`src/rtl/udp_rx_pkg.sv`:
```
// Shared types, protocol constants and helpers for the multi-source UDP receiver.
package udp_rx_pkg;

    typedef enum logic [2:0] {
        StIdle,
        StPreamble,
        StEth,
        StIp,
        StUdp,
        StData,
        StEnd
    } state_t;

    // Byte indices within each header section (counter starts at 0 per section)
    localparam logic [15:0] PREAMBLE_REPEAT = 16'd6;
    localparam logic [15:0] ETH_HDR_LAST    = 16'd13;
    localparam logic [15:0] IP_PROTO_IDX    = 16'd9;
    localparam logic [15:0] IP_DST_LAST     = 16'd19;
    localparam logic [15:0] UDP_PORT_LAST   = 16'd3;
    localparam logic [15:0] UDP_LEN_LAST    = 16'd5;
    localparam logic [15:0] UDP_HDR_LAST    = 16'd7;
    localparam logic [15:0] UDP_HDR_LEN     = 16'd8;

    localparam logic [15:0] ETH_TYPE_IPV4 = 16'h0800;
    localparam logic [7:0]  IP_PROTO_UDP  = 8'd17;
    localparam logic [7:0]  PREAMBLE_BYTE = 8'h55;
    localparam logic [7:0]  SFD_BYTE      = 8'hd5;
    localparam logic [31:0] CRC_RESIDUE   = 32'hC704DD7B;

    localparam logic [47:0] MAC_BROADCAST = 48'hff_ff_ff_ff_ff_ff;

    // One-hot of the lowest table entry equal to mac; table holds up to 8 entries
    function automatic logic [7:0] onehot_match(input logic [47:0] mac,
                                                input logic [383:0] tbl,
                                                input int unsigned n);
        logic [7:0] hit;
        logic found;
        hit = '0;
        found = 1'b0;
        for (int i = 0; i < 8; i++) begin
            if (!found && i < n && tbl[48*i +: 48] == mac) begin
                hit[i] = 1'b1;
                found = 1'b1;
            end
        end
        return hit;
    endfunction

endpackage

```
`src/rtl/udp_rx_multi_crc32_d8.sv`:
```
// Byte-wide Ethernet CRC-32 (reflected, init all-ones, no final inversion).
// crc is presented MSB-first so a good frame plus FCS leaves 32'hC704DD7B.
module crc32_d8 (
    input  logic        clk,
    input  logic        rst,
    input  logic        init,
    input  logic        en,
    input  logic [7:0]  data,
    output logic [31:0] crc
);

    logic [31:0] crc_reg;
    logic [31:0] crc_next;

    // Eight LSB-first shift steps of the reflected polynomial
    always_comb begin
        crc_next = crc_reg;
        for (int i = 0; i < 8; i++) begin
            if (crc_next[0] ^ data[i]) begin
                crc_next = (crc_next >> 1) ^ 32'hEDB88320;
            end else begin
                crc_next = crc_next >> 1;
            end
        end
    end

    // CRC register: seeded on init, advanced on each enabled byte
    always_ff @(posedge clk or posedge rst) begin
        if (rst) begin
            crc_reg <= 32'hFFFF_FFFF;
        end else if (init) begin
            crc_reg <= 32'hFFFF_FFFF;
        end else if (en) begin
            crc_reg <= crc_next;
        end
    end

    // Bit-reverse into the MSB-first residue form
    always_comb begin
        for (int i = 0; i < 32; i++) begin
            crc[i] = crc_reg[31-i];
        end
    end

endmodule

```
`src/rtl/udp_rx_multi.sv`:
```
// GMII UDP receiver: filters on board MAC/IP/port, tags the source from a MAC
// table and packs payload into DATA_W-bit big-endian words with a byte count.
// Optional: define UDP_RX_CRC_EN to check the FCS and defer rec_pkt_done until
// after dv falls.
module udp_rx_multi
    import udp_rx_pkg::*;
#(
    parameter logic [47:0]           BOARD_MAC     = 48'h00_11_22_33_44_55,
    parameter logic [31:0]           BOARD_IP      = {8'd192, 8'd168, 8'd1, 8'd10},
    parameter logic [15:0]           BOARD_PORT    = 16'd1234,
    parameter int unsigned           NUM_SRC       = 2,
    parameter logic [48*NUM_SRC-1:0] SRC_MAC_TABLE = {NUM_SRC{48'hff_ff_ff_ff_ff_ff}},
    parameter int unsigned           DATA_W        = 8,
    localparam int unsigned          KEEP_W        = $clog2(DATA_W / 8) + 1
) (
    input  logic               clk,
    input  logic               rst,
    input  logic               gmii_rx_dv,
    input  logic [7:0]         gmii_rxd,
    output logic               rec_en,
    output logic [DATA_W-1:0]  rec_data,
    output logic [KEEP_W-1:0]  rec_keep,
    output logic               rec_pkt_done,
    output logic               rec_pkt_err,
    output logic [15:0]        rec_byte_num,
    output logic [NUM_SRC-1:0] src_id,
    output logic [15:0]        drop_cnt
);

    localparam int unsigned BYTES = DATA_W / 8;

    state_t              state;
    logic [15:0]         cnt;
    logic [103:0]        sh;        // last 13 received bytes, newest in the LSBs
    logic [3:0]          ihl;
    logic [15:0]         udp_len;
    logic [DATA_W-1:0]   pack;
    logic [KEEP_W-1:0]   pcnt;

    logic                error_en;
    logic                skip_en;
    logic [111:0]        eth_full;
    logic                dst_ok;
    logic [NUM_SRC-1:0]  src_hit;
    logic [15:0]         ip_last;
    logic [15:0]         pay_len;
    logic                pay_last;
    logic [DATA_W-1:0]   byte_word;
    logic [DATA_W-1:0]   pack_next;
    logic                word_full;

    assign eth_full  = {sh, gmii_rxd};
    assign dst_ok    = (eth_full[111:64] == BOARD_MAC) || (eth_full[111:64] == MAC_BROADCAST);
    assign src_hit   = NUM_SRC'(onehot_match(eth_full[63:16], 384'(SRC_MAC_TABLE), NUM_SRC));
    assign ip_last   = {10'd0, ihl, 2'b00} - 16'd1;
    assign pay_len   = udp_len - UDP_HDR_LEN;
    assign pay_last  = (cnt == pay_len - 16'd1);
    assign byte_word = DATA_W'(gmii_rxd) << (DATA_W - 8);
    assign pack_next = pack | (byte_word >> (8 * pcnt));
    assign word_full = (pcnt == KEEP_W'(BYTES - 1));

`ifdef UDP_RX_CRC_EN
    logic        pend;
    logic [31:0] crc;

    crc32_d8 u_crc (
        .clk  (clk),
        .rst  (rst),
        .init (state == StIdle || state == StPreamble),
        .en   (gmii_rx_dv && state != StIdle && state != StPreamble),
        .data (gmii_rxd),
        .crc  (crc)
    );
`endif

    // Header checks: error_en drops the frame, skip_en advances to the next section
    always_comb begin
        error_en = 1'b0;
        skip_en  = 1'b0;
        unique case (state)
            StPreamble: begin
                if (!gmii_rx_dv) begin
                    error_en = 1'b1;
                end else if (cnt < PREAMBLE_REPEAT) begin
                    error_en = (gmii_rxd != PREAMBLE_BYTE);
                end else begin
                    error_en = (gmii_rxd != SFD_BYTE);
                    skip_en  = !error_en;
                end
            end
            StEth: begin
                if (!gmii_rx_dv) begin
                    error_en = 1'b1;
                end else if (cnt == ETH_HDR_LAST) begin
                    error_en = !dst_ok || (eth_full[15:0] != ETH_TYPE_IPV4) || (src_hit == '0);
                    skip_en  = !error_en;
                end
            end
            StIp: begin
                if (!gmii_rx_dv) begin
                    error_en = 1'b1;
                end else begin
                    if (cnt == 16'd0 && gmii_rxd[3:0] < 4'd5) error_en = 1'b1;
                    if (cnt == IP_PROTO_IDX && gmii_rxd != IP_PROTO_UDP) error_en = 1'b1;
                    if (cnt == IP_DST_LAST && {sh[23:0], gmii_rxd} != BOARD_IP) error_en = 1'b1;
                    skip_en = !error_en && cnt >= IP_DST_LAST && cnt == ip_last;
                end
            end
            StUdp: begin
                if (!gmii_rx_dv) begin
                    error_en = 1'b1;
                end else begin
                    if (cnt == UDP_PORT_LAST && {sh[7:0], gmii_rxd} != BOARD_PORT) error_en = 1'b1;
                    if (cnt == UDP_LEN_LAST && {sh[7:0], gmii_rxd} < UDP_HDR_LEN) error_en = 1'b1;
                    skip_en = !error_en && cnt == UDP_HDR_LAST;
                end
            end
            default: ;
        endcase
    end

    // Frame FSM with registered outputs and the payload packer
    always_ff @(posedge clk or posedge rst) begin
        if (rst) begin
            state        <= StIdle;
            cnt          <= '0;
            sh           <= '0;
            ihl          <= '0;
            udp_len      <= '0;
            pack         <= '0;
            pcnt         <= '0;
            rec_en       <= 1'b0;
            rec_data     <= '0;
            rec_keep     <= '0;
            rec_pkt_done <= 1'b0;
            rec_pkt_err  <= 1'b0;
            rec_byte_num <= '0;
            src_id       <= '0;
`ifdef UDP_RX_CRC_EN
            pend         <= 1'b0;
`endif
        end else begin
            rec_en       <= 1'b0;
            rec_pkt_done <= 1'b0;
            rec_pkt_err  <= 1'b0;
            if (gmii_rx_dv) sh <= {sh[95:0], gmii_rxd};
            if (error_en) begin
                state <= StEnd;
            end else begin
                unique case (state)
                    StIdle: begin
                        if (gmii_rx_dv) begin
                            cnt   <= '0;
                            state <= (gmii_rxd == PREAMBLE_BYTE) ? StPreamble : StEnd;
                        end
                    end
                    StPreamble, StEth: begin
                        if (skip_en) begin
                            cnt   <= '0;
                            state <= (state == StPreamble) ? StEth : StIp;
                            if (state == StEth) src_id <= src_hit;
                        end else begin
                            cnt <= cnt + 16'd1;
                        end
                    end
                    StIp: begin
                        if (cnt == 16'd0) ihl <= gmii_rxd[3:0];
                        if (skip_en) begin
                            cnt   <= '0;
                            state <= StUdp;
                        end else begin
                            cnt <= cnt + 16'd1;
                        end
                    end
                    StUdp: begin
                        if (cnt == UDP_LEN_LAST) udp_len <= {sh[7:0], gmii_rxd};
                        if (skip_en) begin
                            cnt <= '0;
                            if (udp_len == UDP_HDR_LEN) begin
                                // Empty payload: report completion straight away
                                rec_byte_num <= '0;
`ifdef UDP_RX_CRC_EN
                                pend         <= 1'b1;
`else
                                rec_pkt_done <= 1'b1;
`endif
                                state        <= StEnd;
                            end else begin
                                state <= StData;
                            end
                        end else begin
                            cnt <= cnt + 16'd1;
                        end
                    end
                    StData: begin
                        if (gmii_rx_dv) begin
                            cnt <= cnt + 16'd1;
                            if (word_full || pay_last) begin
                                rec_en   <= 1'b1;
                                rec_data <= pack_next;
                                rec_keep <= pcnt + KEEP_W'(1);
                                pack     <= '0;
                                pcnt     <= '0;
                            end else begin
                                pack <= pack_next;
                                pcnt <= pcnt + KEEP_W'(1);
                            end
                            if (pay_last) begin
                                rec_byte_num <= pay_len;
`ifdef UDP_RX_CRC_EN
                                pend         <= 1'b1;
`else
                                rec_pkt_done <= 1'b1;
`endif
                                state        <= StEnd;
                            end
                        end else begin
                            // Truncated payload: flush what we have and flag it
                            if (pcnt != '0) begin
                                rec_en   <= 1'b1;
                                rec_data <= pack;
                                rec_keep <= pcnt;
                            end
                            pack         <= '0;
                            pcnt         <= '0;
                            rec_byte_num <= cnt;
                            rec_pkt_done <= 1'b1;
                            rec_pkt_err  <= 1'b1;
                            state        <= StEnd;
                        end
                    end
                    StEnd: begin
                        if (!gmii_rx_dv) begin
                            state  <= StIdle;
                            src_id <= '0;
`ifdef UDP_RX_CRC_EN
                            if (pend) begin
                                rec_pkt_done <= 1'b1;
                                rec_pkt_err  <= (crc != CRC_RESIDUE);
                                pend         <= 1'b0;
                            end
`endif
                        end
                    end
                    default: state <= StIdle;
                endcase
            end
        end
    end

    // Saturating count of filtered frames
    always_ff @(posedge clk or posedge rst) begin
        if (rst) begin
            drop_cnt <= '0;
        end else if (error_en && drop_cnt != 16'hFFFF) begin
            drop_cnt <= drop_cnt + 16'd1;
        end
    end

endmodule

```
`config.mk`:
```
export PLATFORM = sky130hd
export DESIGN_NAME = udp_rx_multi
export DESIGN_NICKNAME = d
export VERILOG_FILES = /design/src/rtl/udp_rx_pkg.sv /design/src/rtl/udp_rx_multi_crc32_d8.sv /design/src/rtl/udp_rx_multi.sv
export SDC_FILE = /design/constraint.sdc
export NUM_CORES = 1
export LEC_CHECK = 0
export CAP_MARGIN = 10
export CELL_PAD_IN_SITES_DETAIL_PLACEMENT = 1
export CELL_PAD_IN_SITES_GLOBAL_PLACEMENT = 2
export CORE_MARGIN = 2
export CORE_UTILIZATION = 42
export CTS_BUF_LIST = sky130_fd_sc_hd__clkbuf_2
export DETAILED_ROUTE_END_ITERATION = 16
export DONT_BUFFER_PORTS = 1
export PLACE_DENSITY_LB_ADDON = 0.12
export SYNTH_ARGS = -nofsm -noshare
export SYNTH_HDL_FRONTEND = slang
export SYNTH_SLANG_ARGS = --single-unit
```
`constraint.sdc`:
```
create_clock -name clk -period 10.48 [get_ports clk]
set_clock_uncertainty 0.15 [all_clocks]
set_input_delay 1.572 -clock clk [delete_from_list [all_inputs] [get_ports clk]]
set_output_delay 1.572 -clock clk [all_outputs]
set_load 0.1 [all_outputs]
```
== After elaboration in Yosys (flattened, before gate mapping) ==
Index checks and enable logic that the tools add are counted.

* Output and inout port bits: 46
* Bits in registers: 198
* Logic and storage cells: 181

* $add $sub $neg: 6
* $lt $le $gt $ge: 4
* Shift-type cells: 1
* Equal/unequal tests: 41
* Bitwise logic cells: 3
* Mux-type cells: 74
* Reduce and logical (&&, ||, !) cells: 37

{| class="wikitable"
|+ Operators with widths
! operator !! number
|-
| $mux W16 || 7
|-
| $eq A16 B4 Y1 const B || 3
|-
| $eq A48 B37 Y1 const B || 1
|-
| $eq A48 B48 Y1 const A || 1
|-
| $eq A48 B48 Y1 const B || 1
|-
| $pmux W16 S3 || 1
|-
| $mux W1 || 42
|-
| $mux W8 || 5
|-
| $add A16 B1 Y16 const B || 2
|-
| $eq A16 B16 Y1 || 2
|-
| $eq A16 B3 Y1 const B || 2
|-
| $ne A32 B32 Y1 const B || 1
|-
| $pmux W16 S2 || 1
|-
| $mux W3 || 9
|-
| $ne A3 B3 Y1 const B || 6
|-
| $pmux W3 S6 || 1
|-
| $eq A16 B2 Y1 const B || 1
|-
| $eq A16 B5 Y1 const B || 1
|-
| $ge A16 B5 Y1 const B || 1
|-
| $logic_not A16 Y1 || 1
|-
| $lt A16 B3 Y1 const B || 1
|-
| $lt A16 B4 Y1 const B || 1
|-
| $ne A16 B11 Y1 const B || 1
|-
| $ne A16 B12 Y1 const B || 1
|-
| 37 further kinds || 73
|}

== Longest topological paths before layout ==
Gate-level depths: netlist of run 1.

* Depth after elaboration: 15
* Depth in mapped cells: 15
* Gate-level depth less buffers: 11

== Worst setup path before layout of run 1 ==
OpenSTA, ideal clock, no wires.

* Path type: input port to flip-flop
* Start point: in gmii_rxd[7]
* End point: reg udp_len[3]
* Buffers on the path: 3
* Library setup time: 128 ps
* Slack: 5,908 ps
* Cell stages on the path: 12
* Arrival time: 4,294 ps
* Cells stage by stage: clkbuf_1 or4_1 or4_1 o311ai_1 o21ai_1 nand2b_1 o21a_2 nand2_1 or4_1 buf_2 buf_6 mux2_1

* Word-level cells in the longest chain between the ends: 10

{| class="wikitable"
|+ RTL lines
! what !! RTL line !! RTL
|-
| start: declaration || udp_rx_multi.sv:19 || <nowiki>input logic [7:0] gmii_rxd,</nowiki>
|-
| branches (longest 7 deep; another with $lt A16 B4 Y1) || -- ||
|-
| $pmux W1 S4 (*) || udp_rx_multi.sv:80 || <nowiki>unique case (state)</nowiki>
|-
| $not A1 Y1 (no line) (*) || -- ||
|-
| $reduce_and A3 Y1 (no line) (*) || -- ||
|-
| end signal: assignment || udp_rx_multi.sv:176 || <nowiki>if (cnt == UDP_LEN_LAST) udp_len <= {sh[7:0], gmii_rxd};</nowiki>
|-
| end: declaration || udp_rx_multi.sv:36 || <nowiki>logic [15:0] udp_len;</nowiki>
|}

Mark *: on every way between the ends. The select of a mux whose other input is x is not followed.
A chain may end at the register's enable or synchronous reset.

== Worst setup path after layout of run 1 ==
* Start point: reg udp_len[3]
* End point: reg rec_byte_num[10]

* Word-level cells in the longest chain between the ends: 5

{| class="wikitable"
|+ RTL lines
! what !! RTL line !! RTL
|-
| $sub A16 B4 Y16 || udp_rx_multi.sv:56 || <nowiki>assign pay_len = udp_len - UDP_HDR_LEN;</nowiki>
|-
| $sub A16 B1 Y16 || udp_rx_multi.sv:57 || <nowiki>assign pay_last = (cnt == pay_len - 16'd1);</nowiki>
|-
| $eq A16 B16 Y1 || udp_rx_multi.sv:57 ||
|-
| $ne A3 B3 Y1 (no line) || -- ||
|-
| $reduce_and A5 Y1 (no line) || -- ||
|-
| end signal: assignment || udp_rx_multi.sv:209 || <nowiki>rec_byte_num <= pay_len;</nowiki>
|-
| end signal: assignment || udp_rx_multi.sv:226 || <nowiki>rec_byte_num <= cnt;</nowiki>
|-
| end: declaration || udp_rx_multi.sv:25 || <nowiki>output logic [15:0] rec_byte_num,</nowiki>
|}

Parallel ways exist; a longest one is shown, timed or not. The select of a mux whose other input is x is not followed.

==> results of run 1 <==
-- stage by stage --
| step | hold slack, ns | power (mW) | utilization [%] | cell area [um2] |
|---|---|---|---|---|
| after floorplan | 0.3043 | 2.270 | - | 10240 |
| after global placement | 0.3242 | 2.537 | 43.26 | 10430 |
| after detailed placement | 0.3496 | 2.588 | 43.26 | 10430 |
| after CTS | 0.4100 | 3.000 | 44.37 | 10700 |
| after global routing | 0.4301 | 3.180 | 44.43 | 10710 |
| final | 0.4026 | 2.979 | 44.43 | 10710 |
-- power groups by stage --
| stage | sequential, mW | combinational, mW | clock, mW |
|---|---|---|---|
| after global routing | 1.65 | 1.08 | 0.454 |
| after detailed placement | 1.62 | 0.966 | 0 |
| after CTS | 1.60 | 0.973 | 0.422 |
| after global placement | 1.61 | 0.929 | 0 |
| after floorplan | 1.47 | 0.798 | 0 |
| final | 1.60 | 0.971 | 0.405 |
-- flip-flops by register name (all words and copies together) (netlist names), 3 cells and up --
signal and flops:
sh 104, cnt 16, drop_cnt 16, rec_byte_num 16
udp_len 16, pack 8, rec_data 8, ihl 4
state 3
-- placed cells by master, fill, tap and decap left out, types with 6 or more instances in the layout --
| cell type | instances |
|---|---|
| o31ai_1 | 6 |
| and3_1 | 11 |
| nand3b_1 | 6 |
| nand3_1 | 23 |
| a211oi_1 | 9 |
| and2_1 | 12 |
| ha_1 | 8 |
| xnor2_1 | 41 |
| dfrtp_1 | 197 |
| or3_1 | 21 |
| nor4_1 | 25 |
| o221a_2 | 7 |
| o2bb2ai_1 | 9 |
| or4_1 | 7 |
| a21oi_1 | 21 |
| nand2_1 | 39 |
| nand2b_1 | 8 |
| nor2_1 | 73 |
| a31oi_1 | 11 |
| xor2_1 | 18 |
| o21ai_0 | 26 |
| clkbuf_2 | 17 |
| nor3_1 | 21 |
| mux2_2 | 132 |
| inv_1 | 24 |
| nand4_1 | 46 |
-- worst max path at each step --
stage / to
floorplan: cnt[0]$_DFFE_PP0P_
finish: rec_byte_num[10]$_DFFE_PP0P_
CTS: rec_byte_num[10]$_DFFE_PP0P_
detailed placement: udp_len[3]$_DFFE_PP0P_
global route: rec_byte_num[10]$_DFFE_PP0P_
global placement: udp_len[3]$_DFFE_PP0P_
-- worst register-to-register path: cells and delay by family (launching register included) --
| family | cells | cell delay [ns] |
|---|---|---|
| AND/OR/NAND/NOR | 3 | 1.29 |
| buffers and inverters | 1 | 0.15 |
| flip-flops | 1 | 0.62 |
| multiplexers | 1 | 0.40 |
| AO/OA/AOI/OAI | 5 | 1.78 |
| adder cells (fa/ha/maj) | 1 | 0.35 |
-- kinds of logic after synthesis --
kind of cell	Yosys count
xor gates and xnor gates	61
DFF	197
other	1
muxes	139
AOI/OAI and AO/OA	135
adders and majority gates	8
buffers and inverters	80
and+or+nand+nor	322
-- final cells by class --
class | instances | area [um2] | area share, %
diodes | 1 | 2.502 | 0.02336
well taps | 324 | 405.4 | 3.785
repair buffers | 5 | 35.03 | 0.3271
inverters | 25 | 101.3 | 0.9463
clock buffers | 17 | 85.08 | 0.7944
multi-input cells | 666 | 4970 | 46.40
clock inverters | 15 | 181.4 | 1.694
flip-flops and latches | 197 | 4930 | 46.03
-- routing by layer --
metal / vias up / wire, um / global-route usage (%)
li1: 3417 / - / -
met1: 3780 / 12000 / 28.86
met2: 126 / 13210 / 36.19
met3: 36 / 739 / 3.506
met4: 0 / 725 / 8.149
met5: - / 0 / 0
==> flow_metrics.tcl, run 1 <==
set metrics [dict create \
    outcome "finished, final reports clean" \
    cpPeakStageDelay_ns 0.76 \
    syn_nets 962 \
    critPathTopFamily "compound AO/OA/AOI/OAI gates" \
    antenna_found_initial 1 \
    crit_path_end_kind "flop" \
    drv_slew 0 \
    clkPwrFrac_pct 13.6 \
    startpoint_type "flop" \
    vias 7359 \
    numClockSinks 197 \
    routed_wl_mm 26.67 \
    cts_buffer_depth 2 \
    final_cells 1250 \
    synth_top_area_cell "dfrtp_1" \
    place_inst 1215 \
    r2r_setup_slack_ns 5.63 \
    worst_slew_pin_slew_ns 1.068 \
    ys_warn_count 0 \
    p_comb_share_pct 32.6 \
    regToRegEndpoint "rec_byte_num[10]$_DFFE_PP0P_" \
    hold_buffers 0 \
    worstPathMaxFanout 17 \
    cts-resized-gates 0 \
    crit_path_start "udp_len[3]$_DFFE_PP0P_" \
    ys_seq_elements 197 \
    critPathBufInv 1 \
    p_seq_share_pct 53.8 \
    root_buffer "clkbuf_2" \
    hold_start "sh[11]$_DFFE_PP0P_" \
    synth.area.top_cells "dfrtp_1 (48%), mux2_2 (15%), xnor2_1 (3.5%)" \
    core-area_um2 24110 \
    layout_setup_ws_ns 5.635 \
    arrival_ns 5.39 \
    async_flop_share_pct 100.0 \
    critPathKind "flop to flop" \
    htreeDepth 4 \
    cp_slowest_cell "and4_1" \
    worstReg2RegStart "udp_len[3]$_DFFE_PP0P_" \
    ant_nets 0 \
    drc 0 \
    leakagePower_nw 4.336 \
    hold_class "flop to flop" \
    synth_common_cells "dfrtp_1 (197), mux2_2 (132), nor2_1 (73)" \
    rsz0062_at_grt "no" \
    maxSlewHeadroom_pct 28.83 \
    grt_pass1_vias 7836 \
    maxCapViolCount 0 \
    synth_top_area_share_pct 48.16 \
    row_count 57 \
    muxShareOfSynthArea_pct 15.27 \
    post_route_cells_drive_above_1_share_pct 20.86 \
    synth.most_common_cell "dfrtp_1" \
    reg2reg_depth 11 \
    avgSynthCellArea_um2 10.85 \
    io_pins 57 \
    clkTransAtPathRegs_ns 0.32 \
    postCtsSetupBuffers 0 \
    overflow 0 \
    p_int_mw 1.542 \
    drt_iter0_drc 563 \
    setup_viol 0 \
    fin_crit_ns 4.845 \
    syn_inst 943 \
    synth_top_family_by_area "simple AND/OR/NAND/NOR gates" \
    clock.fmax_mhz 206.4 \
    die_x_um 160.1 \
    yosysSeqAreaShare_pct 48.16 \
    grt_use_total_pct 21.79 \
    dieArea_um2 25640 \
    synthToLayoutAreaGrowth_pct 4.633 \
    drtPass1Iterations 4 \
    power_density_nw_per_um2 278.2 \
    cp_data_required_time_ns 11.03 \
    min_path_cells 1 \
    synth-edff-count 0 \
    finalCritPeriodShare_pct 46.23 \
    io_buffers 0 \
    holdPathEnd "sh[19]$_DFFE_PP0P_" \
    cts_tree "built" \
    cts_buffers 17 \
    netlist_area_um2 10240 \
    wl_per_cell_um 21.34 \
    grt_start_max_net_pins 138 \
    die_h_um 160.1 \
    worst-path-stages 11 \
    worst_skew_pair.late_latency_ns 0.79 \
    place_congestion 0.8311 \
    hold_viol_final 0 \
    crit_path_cell_trace "inv_1, ha_1, or2_0, a211o_1, a32oi_1, nor3b_1, o21ai_1, a2111oi_2, and4_1, o221ai_4, mux2_4" \
    dp_slack_ns 5.011 \
    synth-compound-area-share_pct 9.595 \
    ir_drop_v 0.0001113 \
    start_util_pct 42.46 \
    hpwl_mm 18.87 \
    setup_tns_ns 0 \
    ys.flop_type "dfrtp_1" \
    grt_pass1_wl_mm 44.07 \
    via_per_inst 5.887 \
    synth_cell_types 79 \
    yosys.area_share.xor_xnor_pct 5.537 \
    nets 931 \
    fillCellCount 2714 \
    p_switching_mw 1.437 \
    synth_fa_ha_area_share_pct 0.9779 \
    switching_share_pct 48.22 \
    yosys.area_share.simple_pct 17.14 \
]
No activity file was read; power rests on OpenSTA's default activity.
==> run 2: changes to the inputs <==
--- a/config.mk
+++ b/config.mk
@@ -9,7 +9,7 @@
 export CELL_PAD_IN_SITES_DETAIL_PLACEMENT = 1
 export CELL_PAD_IN_SITES_GLOBAL_PLACEMENT = 2
 export CORE_MARGIN = 2
-export CORE_UTILIZATION = 42
+export CORE_UTILIZATION = 40
 export CTS_BUF_LIST = sky130_fd_sc_hd__clkbuf_2
 export DETAILED_ROUTE_END_ITERATION = 16
 export DONT_BUFFER_PORTS = 1
==> constraint.sdc (replaced) <==
create_clock -name clk -period 3.9 [get_ports clk]
set_clock_uncertainty 0.15 [all_clocks]
set_input_delay 0.585 -clock clk [delete_from_list [all_inputs] [get_ports clk]]
set_output_delay 0.585 -clock clk [all_outputs]
set_load 0.1 [all_outputs]
==> run 2 against run 1 <==
Fmax rose by 28%. Power rose to 2.8 times the previous value. Clock-buffer cell count did not move. Combinational power rose to 3.3 times the previous value. Wire length rose by 9.1%. Non-clock buffer count rose by 65. Global-route usage rose by 0.73 points. Register-to-register slack got worse by 5.5 ns. Critical path type unchanged. Largest cell class unchanged.
==> flow_metrics.tcl, run 2 (synthesis results as in run 1) <==
set metrics [dict create \
    outcome "finished, final reports clean" \
    holdPathEnd "rec_data[7]$_DFFE_PP0P_" \
    io_pins 57 \
    nets 996 \
    grt_start_max_net_pins 129 \
    cts_buffers 17 \
    met2_length_mm 14.32 \
    die_h_um 164.0 \
    ir_drop_v 0.0003365 \
    leakagePower_nw 4.674 \
    root_buffer "clkbuf_2" \
    top_layer "met4" \
    multi_input_area_um2 5019 \
    core-area_um2 25180 \
    arrival_ns 4.38 \
    synthToLayoutAreaGrowth_pct 10.67 \
    seq_area_um2 4930 \
    worstPathMaxFanout 13 \
    clock.fmax_mhz 264.7 \
    hold_class "input port to flop" \
    routed_wl_mm 29.09 \
    cp_data_required_time_ns 4.50 \
    final_common_cell "dfrtp_1" \
    overflow 0 \
    numClockSinks 197 \
    regToRegEndpoint "rec_data[1]$_DFFE_PP0P_" \
    r2r_setup_slack_ns 0.12 \
    cts_buffer_depth 2 \
    hold_ws_ns 0.06478 \
    crit_path_start "udp_len[3]$_DFFE_PP0P_" \
    worst_skew_pair.late_latency_ns 0.81 \
    place_inst 1274 \
    clkTransAtPathRegs_ns 0.33 \
    startpoint_type "flop" \
    fin_crit_ns 3.778 \
    vias 7655 \
    final_cells 1321 \
    hold_start "gmii_rxd[7]" \
    reg2reg_depth 12 \
    regMostFlops "sh" \
    finalCritPeriodShare_pct 96.86 \
    drv_slew 0 \
    grt_pass1_wl_mm 46.55 \
    largest_register_ffs 104 \
    cts_tree "built" \
    grt_use_total_pct 22.52 \
    met3WireLength_um 826 \
    maxCapViolCount 0 \
    io_buffers 0 \
    worst_slew_pin_slew_ns 0.9880 \
    hold_viol_final 0 \
    p_total_mw 8.346 \
    ant_nets 0 \
    place_congestion 0.8562 \
    crit_path_end_kind "flop" \
    dieArea_um2 26890 \
    fillCellCount 2729 \
    drc 0 \
    power_density_nw_per_um2 736.7 \
    hpwl_mm 20.12 \
    post_route_cells_drive_above_1_share_pct 25.76 \
    setup_viol 0 \
    start_util_pct 40.65 \
    row_count 58 \
    worstReg2RegStart "udp_len[3]$_DFFE_PP0P_" \
    via_per_inst 5.795 \
    maxSlewHeadroom_pct 34.13 \
    die_x_um 164.0 \
    drt_iter0_drc 557 \
    drtPass1Iterations 4 \
    htreeDepth 4 \
    critPathKind "flop to flop" \
    wl_met1_mm 12.84 \
    grt_pass1_vias 8233 \
    antenna_found_initial 1 \
    wl_per_cell_um 22.02 \
    min_path_cells 3 \
    layout_common_cells "dfrtp_1 (197), mux2_2 (132), nor2_1 (73)" \
]
run 2: metrics by stage:
step | setup WS [ns] | util, % | area, um2 | TNS, ns
after floorplan | 0.03181 | - | 10240 | 0
after global placement | 0.1309 | 43.11 | 10860 | 0
after detailed placement | -0.03561 | 43.11 | 10860 | -0.2365
after CTS | 0.02712 | 44.70 | 11260 | 0
after global routing | -0.01300 | 44.99 | 11330 | -0.06393
final | 0.1225 | 44.99 | 11330 | 0
run 2: routing by layer:
layer	global-route usage, %	vias to the layer above
li1	-	3542
met1	28.34	3923
met2	38.67	136
met3	3.813	54
met4	8.812	0
met5	0	-
run 2: final cells by class:
class / instances / area share, %
Multi-Input combinational cell: 666 / 44.30
Sequential cell: 197 / 43.52
Timing Repair Buffer: 70 / 5.279
Tap cell: 330 / 3.645
Clock inverter: 15 / 1.624
Inverter: 25 / 0.8615
Clock buffer: 17 / 0.7510
Antenna cell: 1 / 0.02209
run 2: worst max-delay path, cell delays in order (launching register included):
cell,delay [ns]
dfrtp_1,0.46
inv_1,0.10
ha_1,0.18
or4b_4,0.49
or4_4,0.48
xnor2_4,0.18
o311ai_0,0.41
a2111oi_2,0.10
and4_2,0.29
buf_4,0.20
o31a_1,0.25
buf_4,0.16
o221a_2,0.27
run 2: worst max-delay path by stage:
| stage | endpoint | slack [ns] | depth (start not counted) |
|---|---|---|---|
| 2_1_floorplan | rec_byte_num[10]$_DFFE_PP0P_ | 0.03 | 14 |
| 3_3_place_gp | pack[6]$_DFFE_PP0P_ | 0.13 | 11 |
| 3_5_place_dp | pack[1]$_DFFE_PP0P_ | -0.04 | 11 |
| 4_1_cts | rec_data[5]$_DFFE_PP0P_ | 0.03 | 13 |
| 5_1_grt | rec_data[5]$_DFFE_PP0P_ | -0.01 | 14 |
| 6_report | rec_data[1]$_DFFE_PP0P_ | 0.12 | 12 |
run 2: where the power goes:
part	switching [mW]	internal [mW]	leakage, nW
registers	1.39	2.63	2.46
clock network	0.819	0.277	0.154
logic	1.80	1.44	2.06
run 2: repair_timing:
action                                  CTS  global route
endpoints found under the setup margin    9            32
hold buffers                             11             1
cloned                                    0             0
endpoints found under the hold margin   174             1
buffers inserted                          0             2
resized for setup                         1             8
==> run 3: changes to the inputs <==
--- a/config.mk
+++ b/config.mk
@@ -14,6 +14,7 @@
 export DETAILED_ROUTE_END_ITERATION = 16
 export DONT_BUFFER_PORTS = 1
 export PLACE_DENSITY_LB_ADDON = 0.12
+export REMOVE_ABC_BUFFERS = 1
 export SYNTH_ARGS = -nofsm -noshare
 export SYNTH_HDL_FRONTEND = slang
 export SYNTH_SLANG_ARGS = --single-unit
==> run 3 against run 2 <==
Die area stayed put. Via count is 0.24% higher. Clock power increased by 14%. Worst hold slack lost 0.0027 ns. Wire length down 0.56%. Worst setup slack worse by 0.016 ns. Non-clock buffer count is 2 higher. Largest power group unchanged. Highest routed layer unchanged.
==> flow_metrics.tcl, run 3 (synthesis results as in run 1) <==
set metrics [dict create \
    outcome "finished, final reports clean" \
    ir_drop_v 0.0002840 \
    routed_wl_mm 28.93 \
    drv_slew 0 \
    final_common_cell "dfrtp_1" \
    root_buffer "clkbuf_2" \
    io_buffers 0 \
    io_pins 57 \
    worstReg2RegStart "udp_len[4]$_DFFE_PP0P_" \
    synthToLayoutAreaGrowth_pct 11.38 \
    multi_input_area_um2 5035 \
    clock.fmax_mhz 263.6 \
    layout_common_cells "dfrtp_1 (197), mux2_2 (132), nor2_1 (73)" \
    cts_buffers 17 \
    maxSlewHeadroom_pct 35.09 \
    place_congestion 0.8946 \
    drtPass1Iterations 4 \
    wl_per_cell_um 21.86 \
    drt_iter0_drc 521 \
    critPathBufInv 3 \
    reg2reg_depth 12 \
    arrival_ns 4.38 \
    worst-path-stages 12 \
    via_per_inst 5.800 \
    leakagePower_nw 4.714 \
    dieArea_um2 26890 \
    holdPathEnd "rec_pkt_err$_DFF_PP0_" \
    die_x_um 164.0 \
    regMostFlops "sh" \
    core-area_um2 25180 \
    dp_slack_ns -0.07720 \
    cts_buffer_depth 2 \
    cp_slowest_cell "or4b_4" \
    min_path_cells 2 \
    critPathKind "flop to flop" \
    hold_viol_final 0 \
    hold_start "gmii_rx_dv" \
    drc 0 \
    worstPathMaxFanout 11 \
    post_route_cells_drive_above_1_share_pct 26.11 \
    p_total_mw 8.612 \
    cp_data_required_time_ns 4.48 \
    worst_slew_pin_slew_ns 0.9736 \
    cpMostUsedCell "buf_4" \
    grt_start_max_net_pins 127 \
    largest_register_ffs 104 \
    overflow 0 \
    final_cells 1323 \
    place_inst 1275 \
    nets 998 \
    placed_cell_area_um2 10850 \
    rsz0062_at_grt "no" \
    grt_use_total_pct 22.50 \
    power_density_nw_per_um2 755.4 \
    maxCapViolCount 0 \
    setup_viol 0 \
    r2r_setup_slack_ns 0.11 \
    numClockSinks 197 \
    critPathTopFamily "simple AND/OR/NAND/NOR gates" \
    hold_ws_ns 0.06204 \
    fin_crit_ns 3.794 \
    worst_skew_pair.late_latency_ns 0.81 \
    ant_nets 0 \
    htreeDepth 4 \
    crit_path_cell_trace "inv_1, ha_1, or4b_4, or4_4, xnor2_4, o31ai_1, a2111oi_4, and4_4, buf_4, o31a_1, buf_4, o221a_2" \
    cts_tree "built" \
    crit_path_end_kind "flop" \
    antenna_found_initial 1 \
    grt_pass1_wl_mm 46.78 \
    finalCritPeriodShare_pct 97.28 \
    startpoint_type "flop" \
    row_count 58 \
    grt_pass1_vias 8158 \
    hpwl_mm 20.06 \
    fillCellCount 2737 \
    clkTransAtPathRegs_ns 0.37 \
    seq_area_um2 4930 \
    regToRegEndpoint "rec_data[6]$_DFFE_PP0P_" \
    layout_setup_ws_ns 0.1062 \
    vias 7673 \
    die_h_um 164.0 \
    finalInstanceArea_um2 11400 \
    cpPeakStageDelay_ns 0.49 \
    hold_class "input port to flop" \
    start_util_pct 40.65 \
]
==> run 3: cell types whose count changed in the layout (fill, tap and decap cells not counted), sizes merged <==
cell,before,now
clkinv,6,5
inv,31,33
clkinvlp,2,0
bufinv,1,2
buf,59,62
dlygate4sd3,11,10
==> run 3: how the worst max path moves through the flow <==
stage,start,endpoint
floorplan,rst,cnt[0]$_DFFE_PP0P_
global placement,udp_len[3]$_DFFE_PP0P_,rec_data[6]$_DFFE_PP0P_
detailed placement,udp_len[3]$_DFFE_PP0P_,rec_data[2]$_DFFE_PP0P_
CTS,udp_len[3]$_DFFE_PP0P_,rec_data[6]$_DFFE_PP0P_
global route,udp_len[4]$_DFFE_PP0P_,rec_data[6]$_DFFE_PP0P_
finish,udp_len[4]$_DFFE_PP0P_,rec_data[6]$_DFFE_PP0P_
==> run 3: where the power goes <==
part           internal [mW]  switching (mW)  leakage, nW
Sequential              2.63            1.39         2.46
Combinational           1.51            1.84         2.07
Clock                  0.370           0.883        0.181
==> run 3: cell type report <==
cell class	instances	share of cell area [%]
Antenna cell	1	0.02195
Clock buffer	17	0.7463
Clock inverter	15	2.074
Inverter	25	0.8889
Multi-Input combinational cell	666	44.16
Sequential cell	197	43.24
Tap cell	330	3.622
Timing Repair Buffer	72	5.246
==> run 3: metrics by stage <==
step	utilization, %	setup TNS, ns
3_5_place_dp	43.10	-0.6679
2_1_floorplan	-	-434.18
6_report	45.27	0
3_3_place_gp	43.10	0
4_1_cts	45.00	0
5_1_grt	45.27	0
==> run 3: per-layer routing <==
metal | part of all wire [%] | wire length [um] | track usage [%] | up-vias
met2 | 51 | 14620 | 38.83 | 128
met5 | 0 | 0 | 0 | -
met1 | 45 | 12930 | 29.55 | 3973
met4 | 2.0 | 573 | 6.140 | 0
li1 | - | - | - | 3537
met3 | 2.8 | 800 | 3.283 | 35
==> run 3: timing repair <==
action / 4_1_cts / 5_1_grt
buffers inserted: 3 / 1
gates resized for setup: 3 / 9
hold buffers: 11 / 0
endpoints found under the setup margin: 26 / 31
hold endpoints to repair: 265 / 0
pin swaps: 1 / 1
